`config.mk`:
```
export PLATFORM = sky130hd
export DESIGN_NAME = slt_serial_unit
export DESIGN_NICKNAME = d
export VERILOG_FILES = /design/src/rtl/slt_serial_unit.sv
export SDC_FILE = /design/constraint.sdc
export NUM_CORES = 1
export LEC_CHECK = 0
export CAP_MARGIN = 20
export CELL_PAD_IN_SITES_DETAIL_PLACEMENT = 1
export CELL_PAD_IN_SITES_GLOBAL_PLACEMENT = 2
export CORE_ASPECT_RATIO = 0.6
export CORE_UTILIZATION = 42
export CTS_CLUSTER_DIAMETER = 60
export CTS_CLUSTER_SIZE = 12
export DETAILED_ROUTE_END_ITERATION = 8
export DONT_BUFFER_PORTS = 1
export GPL_ROUTABILITY_DRIVEN = 0
export PLACE_DENSITY = 0.84
export SETUP_SLACK_MARGIN = 0.02
export SYNTH_ARGS = -nofsm -noshare
export SYNTH_HDL_FRONTEND = slang
export SYNTH_SLANG_ARGS = --single-unit
```
`constraint.sdc`:
```
create_clock -name clk -period 5.6 [get_ports clk]
set_input_delay 1.12 -clock clk [delete_from_list [all_inputs] [get_ports clk]]
set_output_delay 1.12 -clock clk [all_outputs]
set_load 0.02 [all_outputs]
```
`src/rtl/slt_serial_unit.sv`:
```
// Multi-cycle set-less-than engine: scans operand chunks MSB-first over valid/ready.
// Optional SLT_EARLY_EXIT_EN: finish on the first differing chunk instead of after all chunks.
module slt_serial_unit #(
    parameter int DATA_WIDTH     = 32,
    parameter int BITS_PER_CYCLE = 4
) (
    input  logic                  clk,
    input  logic                  reset,
    input  logic                  in_valid,
    output logic                  in_ready,
    input  logic [DATA_WIDTH-1:0] SrcA,
    input  logic [DATA_WIDTH-1:0] SrcB,
    input  logic                  is_unsigned,
    output logic                  out_valid,
    input  logic                  out_ready,
    output logic [DATA_WIDTH-1:0] Rd
);

    localparam int NCH = DATA_WIDTH / BITS_PER_CYCLE;
    localparam int IW  = (NCH > 1) ? $clog2(NCH) : 1;
    localparam logic [IW-1:0] LAST = IW'(NCH - 1);
    localparam logic [DATA_WIDTH-1:0] SIGN = {1'b1, {(DATA_WIDTH-1){1'b0}}};

    if (DATA_WIDTH % BITS_PER_CYCLE != 0) begin : g_bad_width
        $error("DATA_WIDTH must be a multiple of BITS_PER_CYCLE");
    end

    typedef enum logic [1:0] {
        IDLE = 2'd0,
        SCAN = 2'd1,
        DONE = 2'd2
    } state_e;

    state_e                  state_q, state_d;
    logic [DATA_WIDTH-1:0]   a_q, a_d;
    logic [DATA_WIDTH-1:0]   b_q, b_d;
    logic [IW-1:0]           idx_q, idx_d;
    logic                    lt_q, lt_d;
    logic                    dec_q, dec_d;
    logic                    rd_q, rd_d;

    logic [BITS_PER_CYCLE-1:0] ca, cb;
    logic                      differ;
    logic                      chunk_lt;
    logic                      lt_fin;
    logic                      exit_scan;

    // Operands shift left each SCAN cycle, so the current chunk is always on top.
    assign ca       = a_q[DATA_WIDTH-1 -: BITS_PER_CYCLE];
    assign cb       = b_q[DATA_WIDTH-1 -: BITS_PER_CYCLE];
    assign differ   = (ca != cb);
    assign chunk_lt = (ca < cb);
    assign lt_fin   = dec_q ? lt_q : (differ & chunk_lt);

`ifdef SLT_EARLY_EXIT_EN
    assign exit_scan = (idx_q == LAST) | differ;
`else
    assign exit_scan = (idx_q == LAST);
`endif

    always_ff @(posedge clk or posedge reset) begin
        if (reset) begin
            state_q <= IDLE;
        end else begin
            state_q <= state_d;
        end
    end

    always_comb begin
        state_d = state_q;
        case (state_q)
            IDLE: if (in_valid) state_d = SCAN;
            SCAN: if (exit_scan) state_d = DONE;
            DONE: if (out_ready) state_d = IDLE;
            default: state_d = IDLE;
        endcase
    end

    always_comb begin
        in_ready  = (state_q == IDLE);
        out_valid = (state_q == DONE);
        Rd        = {{(DATA_WIDTH-1){1'b0}}, rd_q};
    end

    always_comb begin
        a_d   = a_q;
        b_d   = b_q;
        idx_d = idx_q;
        lt_d  = lt_q;
        dec_d = dec_q;
        rd_d  = rd_q;
        case (state_q)
            IDLE: begin
                if (in_valid) begin
                    // Biasing the sign bit turns a signed compare into an unsigned one.
                    a_d   = is_unsigned ? SrcA : (SrcA ^ SIGN);
                    b_d   = is_unsigned ? SrcB : (SrcB ^ SIGN);
                    idx_d = '0;
                    lt_d  = 1'b0;
                    dec_d = 1'b0;
                end
            end
            SCAN: begin
                a_d   = a_q << BITS_PER_CYCLE;
                b_d   = b_q << BITS_PER_CYCLE;
                idx_d = idx_q + 1'b1;
                if (differ && !dec_q) begin
                    dec_d = 1'b1;
                    lt_d  = chunk_lt;
                end
                if (exit_scan) begin
                    rd_d = lt_fin;
                end
            end
            default: ;
        endcase
    end

    always_ff @(posedge clk or posedge reset) begin
        if (reset) begin
            a_q   <= '0;
            b_q   <= '0;
            idx_q <= '0;
            lt_q  <= 1'b0;
            dec_q <= 1'b0;
            rd_q  <= 1'b0;
        end else begin
            a_q   <= a_d;
            b_q   <= b_d;
            idx_q <= idx_d;
            lt_q  <= lt_d;
            dec_q <= dec_d;
            rd_q  <= rd_d;
        end
    end

endmodule

```
==> flow_summary.toml <==
[yosys]
synth-simple-area-share_pct = 8.67
ys_warn_count = 0
netlist_instances = 349
synth-seq-area-share_pct = 49.8
synth_top_family_by_area = "multiplexers"
ys_ff_latch = 72
yosys.area_share.adder_pct = 2.07
synth-xor-area-share_pct = 0.484
syn-cell-area_mm2 = 0.00362
synth_compound_area_share_pct = 11.8
yosysUniqueCellTypes = 26
avgSynthCellArea_um2 = 10.4
muxShareOfSynthArea_pct = 15.2

[critical_path]
r2r_start = "state_q[0]"
r2r_slack_ns = 3.50
critPathSlowestCell = "dfrtp_1"
critPathLaunchType = "register"
criticalPathCategory = "register to output port"
end_kind = "output port"
worst_r2r_path_depth = 4
slowest_delay_ns = 0.50
reg2reg_to = "rd_q"
worstPathRequired_ns = 4.48
crit_fanout = 8
crit_buf_inv = 0
crit_path_cell_trace = "nor2_1"
crit_arrival_ns = 1.30
cp_top_family = "flip-flops"

[clocking]
cts_setup_buffers = 0
cts_buffers = 9
clkTransAtPathRegs_ns = 0.05
ctsHoldBuffers = 0
clk-insertion-delay-late_ns = 0.33
clock-sinks = 72
cts_root_buf = "clkbuf_16"
cts_tree = "done"
ctsResizeCount = 0
cts_max_path_buffers = 2
h-tree-depth = 3

[die]
io_pins = 103
die_area_mm2 = 0.00901
die_w_um = 122
rows = 25
start_util_pct = 44.7
die_h_um = 73.9
core-area_mm2 = 0.00810

[final_layout]
final_area_mm2 = 0.00378
multiInputGateArea_mm2 = 0.00151
antenna_cells = 0
regArea_mm2 = 0.00180
areaGrowthSynthToFinish_pct = 4.49
drive_above_1_share_pct = 4.93
fin_nets = 416
fillers = 902

[power_and_ir_drop]
power_frac_clock_pct = 23.2
sw_frac_of_total_pct = 36.0
p_leak_nw = 1.72
power.combinational.fraction_pct = 36.8
power.total_mw = 2.22
peakVddDrop_mv = 0.270
power.density_mw_per_mm2 = 587
p_switching_mw = 0.800
pwr-share-seq_pct = 40.0
power.internal_mw = 1.42

[timing]
worst_slew_pin_slew_ns = 1.00
skew_ns = 0.00380
slew_violations = 0
fin_crit_ns = 2.42
max_freq_ghz = 0.413
rsz0062_at_grt = "no"
finalWorstSetupSlack_ns = 3.18
finalSetupTns_ns = 0
hold_violations = 0
finalSetupViolCount = 0
final.period_utilization_pct = 43.2
maxSlewHeadroom_pct = 33.1
worst_hold_slack_ns = 0.481

[drt]
vias = 2245
first_pass_iters = 4
drc = 0
first_iter_violations = 108
ant_nets = 0
routed_wl_um = 7210
via_per_inst = 4.96
wire_per_inst_um = 15.9

[worst_hold_path]
hold_path_end = "a_q[8]"
worstHoldStart = "a_q[8]"
hold_depth = 2
worst_hold_path_type = "register to register"

[placed_design]
place_area_mm2 = 0.00350
port_buffers = 0
dp_slack_ns = 2.59
place_hpwl_um = 4930

[global_routing]
grt_pass1_wl_um = 11600
grt_pass1_vias = 2280
grt_antenna_before_repair = 0
gr-total-overflow = 0
grt_usage_pct = 17.6
grt_max_degree = 73

[run_status]
status = "finished, final reports clean"

[flow_run]
maxCapViolCount = 0
==> cells in the final DEF, fill, tap and decap left out, drive strengths merged <==
cell,n
ha,6
inv,8
mux2i,55
nand4,1
o21bai,1
nor2b,5
xor2,2
a21oi,6
nand2,64
a22o,10
dfrtp,72
buf,3
o311ai,1
o21ai,58
nor2,4
clkbuf,15
conb,31
and2,1
nand2b,2
==> cell usage after synthesis <==
| cell | n | area, um^2 |
|---|---|---|
| a21oi_1 | 6 | 30.0 |
| a22o_1 | 10 | 87.6 |
| and2_1 | 1 | 6.26 |
| buf_12 | 1 | 20.0 |
| buf_2 | 8 | 40.0 |
| buf_4 | 33 | 248 |
| buf_6 | 1 | 11.3 |
| buf_8 | 4 | 60.1 |
| clkbuf_1 | 3 | 11.3 |
| clkbuf_2 | 2 | 10.0 |
| conb_1 | 1 | 3.75 |
| dfrtp_1 | 72 | 1800 |
| ha_1 | 6 | 75.1 |
| inv_1 | 8 | 30.0 |
| mux2i_1 | 55 | 551 |
| nand2_1 | 64 | 240 |
| nand2b_1 | 1 | 6.26 |
| nand2b_2 | 1 | 8.76 |
| nand4_1 | 1 | 6.26 |
| nor2_1 | 4 | 15.0 |
| nor2b_1 | 5 | 31.3 |
| o21ai_0 | 20 | 100 |
| o21ai_1 | 38 | 190 |
| o21bai_2 | 1 | 11.3 |
| o311ai_1 | 1 | 8.76 |
| xor2_1 | 2 | 17.5 |
==> layer usage <==
metal | track usage [%] | vias to the layer above | wire length, um
li1 | - | 1106 | -
met1 | 23.1 | 1065 | 3430
met2 | 25.0 | 65 | 3100
met3 | 7.61 | 9 | 580
met4 | 8.64 | 0 | 104
met5 | 0 | - | 0
==> worst max-delay path by stage <==
| stage | from | end | slack [ns] | cells after the start |
|---|---|---|---|---|
| 2_1_floorplan | reset | a_q[0] | 2.66 | 1 |
| 3_3_place_gp | in_valid | a_q[4] | 2.65 | 3 |
| 3_5_place_dp | in_valid | a_q[5] | 2.59 | 3 |
| 4_1_cts | in_valid | a_q[5] | 2.93 | 3 |
| 5_1_grt | state_q[0] | in_ready | 3.12 | 1 |
| 6_report | state_q[0] | in_ready | 3.18 | 1 |
==> state kept, by name (all words and copies together), names as in the netlist <==
register and count:
dec_q 1, rd_q 1, state_q 2, b_q 32, lt_q 1, idx_q 3, a_q 32
==> power by group through the flow <==
stage          sequential, mW  clock [mW]  combinational, mW
3_3_place_gp            0.889           0              0.778
4_1_cts                 0.893       0.532              0.819
5_1_grt                 0.920       0.553              0.935
3_5_place_dp            0.900           0              0.815
2_1_floorplan           0.846           0              0.772
6_report                0.889       0.517              0.817
==> layout make-up <==
cell class,instances,area share [%]
timing repair buffer,3,0.926
clock buffer,15,7.08
tap,108,3.57
multi-input combinational,247,40.0
inverter,8,0.794
sequential,72,47.6
==> worst min-delay path: stages (launching register included) <==
cell and delay (ns):
dfrtp_1 0.34, nand2_1 0.05, o21ai_0 0.06
==> stage by stage <==
stage,cells,utilization [%]
6_report,453,46.7
5_1_grt,453,46.7
4_1_cts,452,46.5
3_5_place_dp,437,43.2
3_3_place_gp,437,43.2
2_1_floorplan,379,-
==> cells by family (layout without fill, tap and decap cells) <==
| kind of cell | after synthesis | count (layout) |
|---|---|---|
| flip-flops | 72 | 72 |
| AO/OA/AOI/OAI | 76 | 76 |
| AND/OR/NAND/NOR | 77 | 77 |
| buffers and inverters | 60 | 26 |
| other | 1 | 31 |
| multiplexers | 55 | 55 |
| adder cells (fa/ha/maj) | 6 | 6 |
| XOR/XNOR | 2 | 2 |
Power figures use the tool's default switching activity.
